## src/rtl/maxnet_batch_feeder.sv

```systemverilog
// Packs four streamed IEEE-754 words into the MaxNet core operands, pulses start, then waits for done or a timeout.
// Latency: 2 edges best case from the 4th accept to res_valid. in_ready stays low from the 4th accept until the result is taken.
module maxnet_batch_feeder #(
  parameter int unsigned TIMEOUT_CYCLES = 1024,
  parameter bit          SANITIZE       = 1'b1
) (
  input  logic        clk,
  input  logic        rst,
  input  logic [31:0] in_data,
  input  logic        in_valid,
  output logic        in_ready,
  output logic [31:0] core_x1,
  output logic [31:0] core_x2,
  output logic [31:0] core_x3,
  output logic [31:0] core_x4,
  output logic        core_start,
  input  logic [31:0] core_out,
  input  logic        core_done,
  output logic [31:0] res_data,
  output logic        res_valid,
  input  logic        res_ready,
  output logic        res_timeout,
  output logic        res_sanitized,
  output logic        busy
);
  localparam int unsigned TW = $clog2(TIMEOUT_CYCLES + 1);
  localparam logic [TW-1:0] TIMER_LAST = TW'(TIMEOUT_CYCLES - 1);

  typedef enum logic [1:0] {S_LOAD, S_START, S_WAIT, S_HOLD} state_t;

  state_t        state_q;
  logic [1:0]    cnt_q;
  logic [TW-1:0] timer_q;
  logic          flag_q;
  logic [31:0]   x_q [4];
  logic          in_ready_q, start_q, res_valid_q, res_timeout_q, res_san_q, busy_q;
  logic [31:0]   res_data_q;

  logic        bad_w, flag_set_d, accept;
  logic [31:0] word_d;

  // -0.0 is a harmless clamp, so it is zeroed without marking the batch.
  always_comb begin
    bad_w      = in_data[31] | (in_data[30:23] == 8'hFF);
    word_d     = (SANITIZE && bad_w) ? 32'h0 : in_data;
    flag_set_d = SANITIZE && bad_w && (in_data != 32'h8000_0000);
    accept     = in_valid & in_ready_q;
  end

  always_ff @(posedge clk or negedge rst) begin
    if (!rst) begin
      state_q       <= S_LOAD;
      cnt_q         <= 2'd0;
      timer_q       <= '0;
      flag_q        <= 1'b0;
      x_q[0]        <= 32'h0;
      x_q[1]        <= 32'h0;
      x_q[2]        <= 32'h0;
      x_q[3]        <= 32'h0;
      in_ready_q    <= 1'b0;
      start_q       <= 1'b0;
      res_data_q    <= 32'h0;
      res_valid_q   <= 1'b0;
      res_timeout_q <= 1'b0;
      res_san_q     <= 1'b0;
      busy_q        <= 1'b0;
    end else begin
      case (state_q)
        S_LOAD: begin
          in_ready_q <= 1'b1;
          if (accept) begin
            x_q[cnt_q] <= word_d;
            cnt_q      <= cnt_q + 2'd1;
            if (flag_set_d) flag_q <= 1'b1;
            if (cnt_q == 2'd3) begin
              in_ready_q <= 1'b0;
              start_q    <= 1'b1;
              busy_q     <= 1'b1;
              state_q    <= S_START;
            end
          end
        end
        S_START: begin
          start_q <= 1'b0;
          timer_q <= '0;
          state_q <= S_WAIT;
        end
        S_WAIT: begin
          // A done arriving on the final timer cycle still wins.
          if (core_done) begin
            res_data_q    <= core_out;
            res_valid_q   <= 1'b1;
            res_timeout_q <= 1'b0;
            res_san_q     <= flag_q;
            state_q       <= S_HOLD;
          end else if (timer_q == TIMER_LAST) begin
            res_data_q    <= 32'h0;
            res_valid_q   <= 1'b1;
            res_timeout_q <= 1'b1;
            res_san_q     <= flag_q;
            state_q       <= S_HOLD;
          end else begin
            timer_q <= timer_q + TW'(1);
          end
        end
        S_HOLD: begin
          if (res_valid_q && res_ready) begin
            res_valid_q   <= 1'b0;
            res_timeout_q <= 1'b0;
            res_san_q     <= 1'b0;
            flag_q        <= 1'b0;
            in_ready_q    <= 1'b1;
            busy_q        <= 1'b0;
            state_q       <= S_LOAD;
          end
        end
        default: state_q <= S_LOAD;
      endcase
    end
  end

  assign in_ready      = in_ready_q;
  assign core_x1       = x_q[0];
  assign core_x2       = x_q[1];
  assign core_x3       = x_q[2];
  assign core_x4       = x_q[3];
  assign core_start    = start_q;
  assign res_data      = res_data_q;
  assign res_valid     = res_valid_q;
  assign res_timeout   = res_timeout_q;
  assign res_sanitized = res_san_q;
  assign busy          = busy_q;
endmodule

```

## config.mk

```make
export PLATFORM = sky130hd
export DESIGN_NAME = maxnet_batch_feeder
export DESIGN_NICKNAME = d
export VERILOG_FILES = /design/src/rtl/maxnet_batch_feeder.sv
export SDC_FILE = /design/constraint.sdc
export NUM_CORES = 1
export LEC_CHECK = 0
export ABC_CLOCK_PERIOD_IN_PS = 2900
export BUFFER_PORTS_ARGS = -buffer_cell sky130_fd_sc_hd__buf_2
export CAP_MARGIN = 15
export CORE_ASPECT_RATIO = 1.5
export CORE_MARGIN = 4
export CORE_UTILIZATION = 50
export CTS_CLUSTER_SIZE = 16
export DETAILED_ROUTE_END_ITERATION = 8
export GPL_ROUTABILITY_DRIVEN = 0
export GPL_TIMING_DRIVEN = 1
export PLACE_DENSITY = 0.75
export SYNTH_ARGS = -nofsm -noshare
export SYNTH_HDL_FRONTEND = slang
export SYNTH_SLANG_ARGS = --single-unit
```

## constraint.sdc

```tcl
create_clock -name clk -period 2.9 [get_ports clk]
set_input_delay 0.58 -clock clk [delete_from_list [all_inputs] [get_ports clk]]
set_output_delay 0.58 -clock clk [all_outputs]
set_load 0.01 [all_outputs]
```

==> qor.txt, run 1 <==
Overall Global Routing Usage: 23.7%
Clock slew at reported path FFs: 0.07 ns
Die area: 15,900 sq um
Setup tns final: 0 ns
FP Rows: 52
Die Height: 153 um
Final hold violation count: 0
Top fanout value on the critical path: 47
Seq/Total Area, Yosys: 65.3%
Layout area overhead: 28.0%
Placement Cell Area: 8360 sq um
Share of the synthesized area in the top cell type: 65.3%
Worst Reg-to-Reg Cells: 6
Clock sink total: 182
Setup bufs post-CTS: 0
Worst relative slew slack: 48.7%
Post-Syn Area: 6970 sq um
Initial Utilization: 51.3%
Leak Pwr: 4.75 nW
Max IR drop VDD: 0.000576 V
Yosys warns: 0
Worst Setup EP: core_x4[12]
Avg Inst Size Synth: 10.7 sq um
R2r startpoint: state_q[0]
Crit path from: state_q[0]
RSZ-0062 raised after global routing: false
Tot Pwr: 0.00960 W
Clock Tree Buf Depth: 2
Yosys cell types: 39
Hold Crit Class: in2async
EDFF count, synth: 0
DRT Pass-1 Iters: 4
Fraction of layout cells with a size suffix above 1: 32.1%
Core area: 13,600 sq um
Average vias per placed instance: 5.39
Design area: 8920 sq um
Vias in the first global route: 5,580
Max-Cap Viols: 0
Clock skew: 0.0130 ns
Die W: 104 um
WL final: 18.6 mm
Critical setup path kind: reg2reg
Post-cts resize count: 0
Remaining DRCs: 0
Total gr overflow: 0
CTS tree: built
Slew Limit Fails: 0
Fillers: 1,100
Fraction of registers with async set/reset: 100%
Post-DRT Antenna Nets: 0
Synth Register Bits: 182
Fin crit share: 72.1%
Hold Buf Count CTS: 0
Starting DRT DRC Count: 303
Worst skew pair latency: 0.42 ns
Worst-Margin Slew: 0.770 ns
Hold_ws: 0.186 ns
Worst r2r dst: core_x4[12]
Cell taking the most area after synthesis: dfrtp_1
PwrDens: 1080 nW/um^2
Final #Nets: 959
Critical Path RT: 3.21 ns
Syn nets: 732
Status: complete, no violations
# IOs: 235
TritonCTS Buffers: 17
Min Tclk post-route: 2.09 ns
Worst reg-to-reg setup slack: 0.81 ns
Port buffer count: 234
Crit end category: register
First-pass GRT wire length: 30.0 mm
CP startpoint kind: register
Largest net degree at the start of global routing: 80
H-Tree Depth: 4
# diodes: 0
Root Buffer: clkbuf_16
Worst EP arrival: 2.40 ns
WL/cell: 17.6 um
Post-synth top flop: dfrtp_1
Final core utilization: 65.6%
Antenna violations before repair: 0
Fmax: 478 MHz
Synthesized instance count: 654
HPWL after detailed placement: 13.7 mm
Routed vias: 5,690
Area contributors post-synth: dfrtp_1 65%, o21ai_0 9.5%, nand2_1 9.4%
Setup Viol. Count Final: 0
-- through the flow --
step	std cells	worst slack, ns
after detailed placement	1024	0.850
after CTS	1055	0.783
after global routing	1055	0.617
final	1055	0.808
after floorplan	654	1.16
after global placement	1024	0.887
-- Yosys cell counts (all sizes together), types with 2 or more instances --
master / number
buf: 4
nor2: 8
clkbuf: 33
a22o: 33
nor3: 3
dfrtp: 182
ha: 9
nor4: 8
inv: 6
nand2b: 4
a21oi: 4
nand2: 175
nor2b: 2
nand3: 16
o21ai: 133
mux2i: 5
and2: 5
nand4: 5
and3: 3
-- logic make-up (layout without fill, tap and decap cells) --
logic type,count (synthesis),in the layout,synth area share (%)
xor gates and xnor gates,2,2,0.251
and+or+nand+nor,233,233,14.5
AOI/OAI and AO/OA,179,179,15.0
DFF,182,182,65.3
adders and majority gates,9,9,1.62
muxes,6,6,0.933
buffers and inverters,43,282,2.39
-- registers in the layout, indices dropped and copies added (netlist names), 2 cells and up --
| register | flops |
|---|---|
| res_data | 32 |
| core_x1 | 32 |
| cnt_q | 2 |
| core_x4 | 32 |
| timer_q | 11 |
| core_x3 | 32 |
| state_q | 2 |
| core_x2 | 32 |
-- worst min path at each step --
stage                       end  cells after the start         from  slack, ns
finish               core_x4[5]                      1          rst       0.19
CTS                  core_x3[5]                      1          rst       0.22
detailed placement  core_x4[10]                      2  core_x4[10]       0.46
floorplan                  busy                      0          rst       0.28
global placement     core_x1[6]                      2   core_x1[6]       0.46
global route         core_x4[3]                      1          rst       0.23
-- power breakdown --
| group | switching (W) | internal (W) | total [W] | leakage, nW |
|---|---|---|---|---|
| Combinational | 0.00192 | 0.00133 | 0.00325 | 2.09 |
| Clock | 0.00101 | 0.00121 | 0.00222 | 0.270 |
| Sequential | 0.000567 | 0.00356 | 0.00412 | 2.39 |
| Total | 0.00350 | 0.00610 | 0.00960 | 4.75 |
-- routing by layer --
| metal | global-route usage [%] | wire (um) | vias to the layer above |
|---|---|---|---|
| met5 | 0 | 0 | - |
| met4 | 9.38 | 516 | 0 |
| met3 | 4.07 | 926 | 37 |
| met2 | 40.8 | 9780 | 184 |
| met1 | 29.7 | 7350 | 2774 |
| li1 | - | - | 2695 |
-- worst max-delay path, cell delays in order, from the launching register on --
cell and delay, ns:
dfrtp_1 0.40, inv_1 0.10, ha_1 0.23, and3_1 0.43, nand2_2 0.31, buf_12 0.28, o21ai_0 0.23
-- layout make-up --
cell class	count	area (sq um)	share of cell area (%)
tap	162	203	2.27
inverter	6	22.5	0.252
multi-input combinational	429	2270	25.4
clock inverter	13	135	1.51
timing repair buffer	245	1310	14.7
sequential	182	4550	51.1
clock buffer	18	429	4.81
-- cells in the final DEF (no fill, tap or decap), types with 4 or more instances in the layout --
cell type / Yosys / layout
nand4_1: 5 / 5
nor4_1: 7 / 7
nand2_1: 175 / 171
nor2_1: 8 / 7
nand2_2: 0 / 4
and2_1: 5 / 5
dfrtp_1: 182 / 182
a21oi_1: 4 / 4
a22o_1: 33 / 33
inv_1: 6 / 6
buf_12: 0 / 4
inv_6: 0 / 5
nand3_1: 14 / 14
mux2i_1: 5 / 5
buf_4: 0 / 7
o21ai_0: 132 / 132
buf_2: 4 / 233
clkbuf_16: 0 / 17
ha_1: 9 / 9
Note: power is estimated with default switching activity, not from simulation.
==> run 2: changes to the inputs <==
--- a/config.mk
+++ b/config.mk
@@ -5,7 +5,8 @@
 export SDC_FILE = /design/constraint.sdc
 export NUM_CORES = 1
 export LEC_CHECK = 0
-export ABC_CLOCK_PERIOD_IN_PS = 2900
+export ABC_AREA = 1
+export ABC_CLOCK_PERIOD_IN_PS = 1950
 export BUFFER_PORTS_ARGS = -buffer_cell sky130_fd_sc_hd__buf_2
 export CAP_MARGIN = 15
 export CORE_ASPECT_RATIO = 1.5
@@ -15,7 +16,7 @@
 export DETAILED_ROUTE_END_ITERATION = 8
 export GPL_ROUTABILITY_DRIVEN = 0
 export GPL_TIMING_DRIVEN = 1
-export PLACE_DENSITY = 0.75
+export PLACE_DENSITY = 0.74
 export SYNTH_ARGS = -nofsm -noshare
 export SYNTH_HDL_FRONTEND = slang
 export SYNTH_SLANG_ARGS = --single-unit
==> constraint.sdc (replaced) <==
create_clock -name clk -period 1.95 [get_ports clk]
set_input_delay 0.39 -clock clk [delete_from_list [all_inputs] [get_ports clk]]
set_output_delay 0.39 -clock clk [all_outputs]
set_load 0.01 [all_outputs]
==> qor.txt, run 2 <==
Remaining DRCs: 0 (unchanged)
Post-Syn Area: 7820 sq um (+12%)
PwrDens: 1570 nW/um^2 (+46%)
Placement Cell Area: 9230 sq um (+10%)
Hold-critical path depth: 3
Post-DRT Antenna Nets: 0 (unchanged)
Layout Cells excl Fill: 1,186 (+12%)
Root Buffer: clkbuf_16
Commonest non-fill, non-tap cell in the layout: buf_2
Crit end category: register
EDFF count, synth: 0 (unchanged)
Die W: 110 um (+5.5%)
# IOs: 235 (unchanged)
Die Height: 161 um (+5.6%)
Largest net degree at the start of global routing: 54 (-33%)
Count leader, synth: nand2_1
Worst Reg-to-Reg Cells: 8 (+2)
Total gr overflow: 0 (unchanged)
Fillers: 1,246 (+13%)
Worst EP arrival: 2.17 ns (-0.23 ns)
Slew Limit Fails: 0 (unchanged)
Initial Utilization: 51.4% (+0.15 points)
# diodes: 0 (unchanged)
Tot Pwr: 0.0155 W (+62%)
Synth cell count leaders: 190 x nand2_1, 182 x dfrtp_1, 79 x mux2_2
CTS tree: built
Avg Inst Size Synth: 10.7 sq um (+0.22%)
DRT Pass-1 Iters: 4 (unchanged)
First-pass GRT wire length: 31.4 mm (+4.4%)
FP Rows: 55 (+5.8%)
Yosys warns: 0 (unchanged)
Share of the synthesized area in the top cell type: 58.2% (-7.1 points)
Core area: 15,200 sq um (+12%)
Overall Global Routing Usage: 22.6% (-1.1 points)
H-Tree Depth: 4 (unchanged)
TritonCTS Buffers: 17 (unchanged)
Clock Tree Buf Depth: 2 (unchanged)
RSZ-0062 raised after global routing: true
Cell family contributing the most delay on the critical path: buffers and inverters
Fin crit share: 95.7% (+24 points)
Critical path depth in cells: 8 (+2)
Port buffer count: 234 (unchanged)
Average vias per placed instance: 4.93 (-8.6%)
Worst relative slew slack: 72.1% (+23 points)
CP startpoint kind: register
Clock slew at reported path FFs: 0.07 ns (about the same)
Worst-path cell chain: inv_1, ha_2, inv_2, nor2_4, inv_4, nor2_8, buf_12, mux2_2
Routed vias: 5,845 (+2.7%)
Fraction of layout cells with a size suffix above 1: 40.4% (+8.3 points)
Min Tclk post-route: 1.87 ns (-0.226 ns)
Setup Viol. Count Final: 0 (unchanged)
Yosys cell types: 31 (-21%)
Area contributors post-synth: dfrtp_1 58%, mux2_2 11%, nand2_1 9.1%
Critical path's largest stage delay: 0.40 ns (-0.03 ns)
Clock sink total: 182 (unchanged)
Critical setup path kind: reg2reg
CP max stage cell: dfrtp_1
WL final: 19.5 mm (+5.0%)
Max IR drop VDD: 0.000769 V (+34%)
Clock skew: 0.0116 ns (-0.00141 ns)
Synthesized instance count: 732 (+12%)
Seq/Total Area, Yosys: 58.2% (-7.1 points)
Bufs and invs on worst path: 4 (+2)
Starting DRT DRC Count: 354 (+17%)
Syn nets: 810 (+11%)
Top fanout value on the critical path: 16 (-66%)
Cell taking the most area after synthesis: dfrtp_1
Vias in the first global route: 6,147 (+10%)
Final #Nets: 1,052 (+9.7%)
Status: complete, no violations
Final hold violation count: 0 (unchanged)
Design area: 9890 sq um (+11%)
WL/cell: 16.4 um (-6.6%)
Worst-Margin Slew: 0.419 ns (-0.351 ns)
Max-Cap Viols: 0 (unchanged)
Die area: 17,700 sq um (+11%)
Leak Pwr: 5.56 nW (+17%)
Fraction of registers with async set/reset: 100% (unchanged)
Post-synth top flop: dfrtp_1
HPWL after detailed placement: 14.2 mm (+3.8%)
Antenna violations before repair: 0 (unchanged)
Critical Path RT: 2.25 ns (-0.96 ns)
Placed Cells: 1,151 (+12%)
Fmax: 536 MHz (+12%)
Most frequent cells in the layout: 233 x buf_2, 190 x nand2_1, 182 x dfrtp_1
Synth Register Bits: 182 (unchanged)
Worst skew pair latency: 0.42 ns (about the same)
Layout area overhead: 26.5%
Hold Crit Class: in2reg
==> run 2: worst reg2reg max path, cell delays in order (launching register included) <==
cell     delay, ns
dfrtp_1       0.40
inv_1         0.11
ha_2          0.21
inv_2         0.06
nor2_4        0.15
inv_4         0.11
nor2_8        0.16
buf_12        0.18
mux2_2        0.36
==> run 2: final timing paths <==
kind                               from      endpoint  slack (ns)
setup / recovery             state_q[1]    core_x3[8]        0.08
hold reg to reg             res_timeout   res_timeout        0.47
hold / removal             core_out[15]  res_data[15]        0.19
min in group asynchronous           rst  res_data[29]        0.44
max in group asynchronous           rst      cnt_q[1]        0.87
setup reg to reg             state_q[1]    core_x3[8]        0.08
==> run 2: power by group <==
part           switching, W  internal [W]  leakage [nW]
Combinational       0.00314       0.00245          2.89
Clock               0.00149       0.00208         0.294
Sequential         0.000978       0.00539          2.38
Total               0.00561       0.00992          5.56
==> run 2: layout make-up <==
cell class                 count  area (sq um)  share of cell area (%)
timing repair buffer         253          1440                    14.6
multi-input combinational    457          2790                    28.2
tap                          199           249                    2.52
clock inverter                12           165                    1.67
clock buffer                  20           447                    4.51
inverter                      63           246                    2.49
sequential                   182          4550                    46.0
==> run 2: metal layers <==
layer	vias to the layer above	track usage, %	part of all wire [%]
met2	204	39.4	52
li1	2807	-	-
met1	2798	27.0	38
met4	0	8.24	2.9
met5	-	0	0
met3	36	4.84	6.8
==> run 2: kinds of logic (layout without fill, tap and decap cells) <==
family / Yosys count / after routing / synth area share [%]
simple gates: 325 / 325 / 18.4
flops: 182 / 182 / 58.2
mux: 93 / 93 / 13.4
buf+inv: 93 / 348 / 6.11
compound gates: 27 / 27 / 2.03
fa+ha+maj: 9 / 9 / 1.44
xor+xnor: 3 / 3 / 0.336
==> run 2: metrics by stage <==
step | setup TNS [ns] | hold WS, ns | worst slack, ns | utilization, %
after floorplan | 0 | 0.0944 | 0.258 | -
after global placement | 0 | 0.333 | 0.147 | 60.7
after detailed placement | 0 | 0.335 | 0.0827 | 60.7
after CTS | 0 | 0.180 | 0.0405 | 64.8
after global routing | -0.0779 | 0.191 | -0.0136 | 65.1
final | 0 | 0.192 | 0.0839 | 65.1
==> run 2: timing repair <==
action / CTS / global route
resized for setup: 0 / 3
hold buffers: 1 / 0
endpoints found under the hold margin: 38 / 0
endpoints found under the setup margin: 0 / 93
buffers inserted: 0 / 0
==> run 3: changes to the inputs <==
--- a/config.mk
+++ b/config.mk
@@ -17,6 +17,7 @@
 export GPL_ROUTABILITY_DRIVEN = 0
 export GPL_TIMING_DRIVEN = 1
 export PLACE_DENSITY = 0.74
+export REMOVE_ABC_BUFFERS = 1
 export SYNTH_ARGS = -nofsm -noshare
 export SYNTH_HDL_FRONTEND = slang
 export SYNTH_SLANG_ARGS = --single-unit
==> qor.txt, run 3 (synthesis gave the netlist of run 2 again) <==
Status: complete, no violations
CTS tree: built
Die W: 110 um (unchanged)
PwrDens: 1550 nW/um^2 (-0.97%)
Placement Cell Area: 9210 sq um (-0.22%)
Clock Tree Buf Depth: 2 (unchanged)
Area of the multi-input gates: 2790 sq um (unchanged)
Overall Global Routing Usage: 22.3% (-0.29 points)
Fillers: 1,247 (+0.080%)
Fin crit share: 97.8% (+2.1 points)
# diodes: 0 (unchanged)
Average vias per placed instance: 5.15 (+4.6%)
Slew Limit Fails: 0 (unchanged)
Most frequent cells in the layout: 233 x buf_2, 190 x nand2_1, 182 x dfrtp_1
HPWL after detailed placement: 14.1 mm (-0.70%)
WL/cell: 17.1 um (+3.7%)
Root Buffer: clkbuf_16
Initial Utilization: 51.4% (unchanged)
Core area: 15,200 sq um (unchanged)
Critical Path RT: 2.25 ns (about the same)
Largest net degree at the start of global routing: 53 (-1.9%)
Setup Viol. Count Final: 0 (unchanged)
Setup bufs post-CTS: 0 (unchanged)
Total gr overflow: 0 (unchanged)
Die Height: 161 um (unchanged)
Worst-Margin Slew: 0.438 ns (+0.0195 ns)
Port buffer count: 234 (unchanged)
Remaining DRCs: 0 (unchanged)
Critical setup path kind: reg2reg
Worst relative slew slack: 70.8% (-1.3 points)
Antenna violations before repair: 1 (+1)
Max IR drop VDD: 0.000766 V (-0.43%)
Routed vias: 6,118 (+4.7%)
# IOs: 235 (unchanged)
Hold-critical path depth: 3 (unchanged)
Hold_ws: 0.192 ns (+0.000276 ns)
TritonCTS Buffers: 17 (unchanged)
Min Tclk post-route: 1.91 ns (+0.0405 ns)
Crit end category: register
Clock slew at reported path FFs: 0.08 ns (about the same)
H-Tree Depth: 4 (unchanged)
DRT Pass-1 Iters: 5 (+1)
Fmax: 524 MHz (-2.1%)
Final hold violation count: 0 (unchanged)
Leak Pwr: 5.57 nW (+0.17%)
Worst skew pair latency: 0.42 ns (about the same)
First-pass GRT wire length: 30.8 mm (-1.8%)
Design area: 9920 sq um (+0.27%)
Register area: 4550 sq um (unchanged)
Clock sink total: 182 (unchanged)
WL final: 20.3 mm (+3.8%)
Worst EP arrival: 2.20 ns (+0.03 ns)
Clock skew: 0.0170 ns (+0.00540 ns)
Layout area overhead: 26.9%
Die area: 17,700 sq um (unchanged)
Hold Crit Class: in2reg
Post-DRT Antenna Nets: 0 (unchanged)
Vias in the first global route: 5,988 (-2.6%)
Worst reg-to-reg setup slack: 0.04 ns (-0.04 ns)
Fraction of layout cells with a size suffix above 1: 40.8% (+0.36 points)
FP Rows: 55 (unchanged)
Top fanout value on the critical path: 15 (-1)
Commonest non-fill, non-tap cell in the layout: buf_2
CP startpoint kind: register
Max-Cap Viols: 0 (unchanged)
Starting DRT DRC Count: 454 (+28%)
Final #Nets: 1,053 (+0.095%)
Worst Reg-to-Reg Cells: 8 (unchanged)
[run 3: final timing paths]
check | startpoint | endpoint
max | state_q[0] | core_x2[9]
min reg2reg | res_data[28] | res_data[28]
min in group asynchronous | rst | core_x2[6]
min | core_out[31] | res_data[31]
max reg2reg | state_q[0] | core_x2[9]
max in group asynchronous | rst | core_x2[18]
[run 3: layout make-up]
cell class | count | area share (%)
flip-flops and latches | 182 | 45.9
clock inverters | 14 | 1.64
inverters | 63 | 2.51
well taps | 199 | 2.51
clock buffers | 18 | 4.43
multi-input cells | 457 | 28.1
repair buffers | 254 | 14.9
[run 3: power by group]
part | internal [W] | leakage [nW] | switching, W
clock | 0.00176 | 0.291 | 0.00162
combinational | 0.00250 | 2.90 | 0.00315
sequential | 0.00539 | 2.38 | 0.00100
total | 0.00965 | 5.57 | 0.00578
[run 3: timing repair]
item                                   CTS  global route
endpoints found under the hold margin   41             0
gates resized for setup                  0             6
setup endpoints to repair                0           124
hold buffers                             1             0
[run 3: worst max-delay path: stages, from the launching register on]
cell and delay, ns:
dfrtp_1 0.42, inv_1 0.11, ha_2 0.21, inv_2 0.06, nor2_4 0.18, inv_6 0.09, nor2_8 0.15, clkbuf_16 0.21
mux2_2 0.36
[run 3: stage by stage]
step	instances	setup slack, ns	setup TNS (ns)	util, %	power (W)
floorplan	702	-0.208	-5.40	-	0.00937
global placement	1150	0.118	0	60.6	0.0119
CTS	1183	0.0388	0	64.6	0.0155
global route	1187	-0.0212	-0.0776	65.2	0.0164
finish	1187	0.0434	0	65.2	0.0154
detailed placement	1150	0.0531	0	60.6	0.0121
[run 3: routing by layer]
layer  part of all wire [%]  GRT usage [%]  vias to the layer above  routed length [um]
met5                  0.059              0                        -                  12
met4                    1.8           6.61                        2                 357
met3                    9.2           6.04                       28                1860
met2                     50           37.8                      277               10200
met1                     39           27.6                     2991                7860
li1                       -              -                     2820                   -
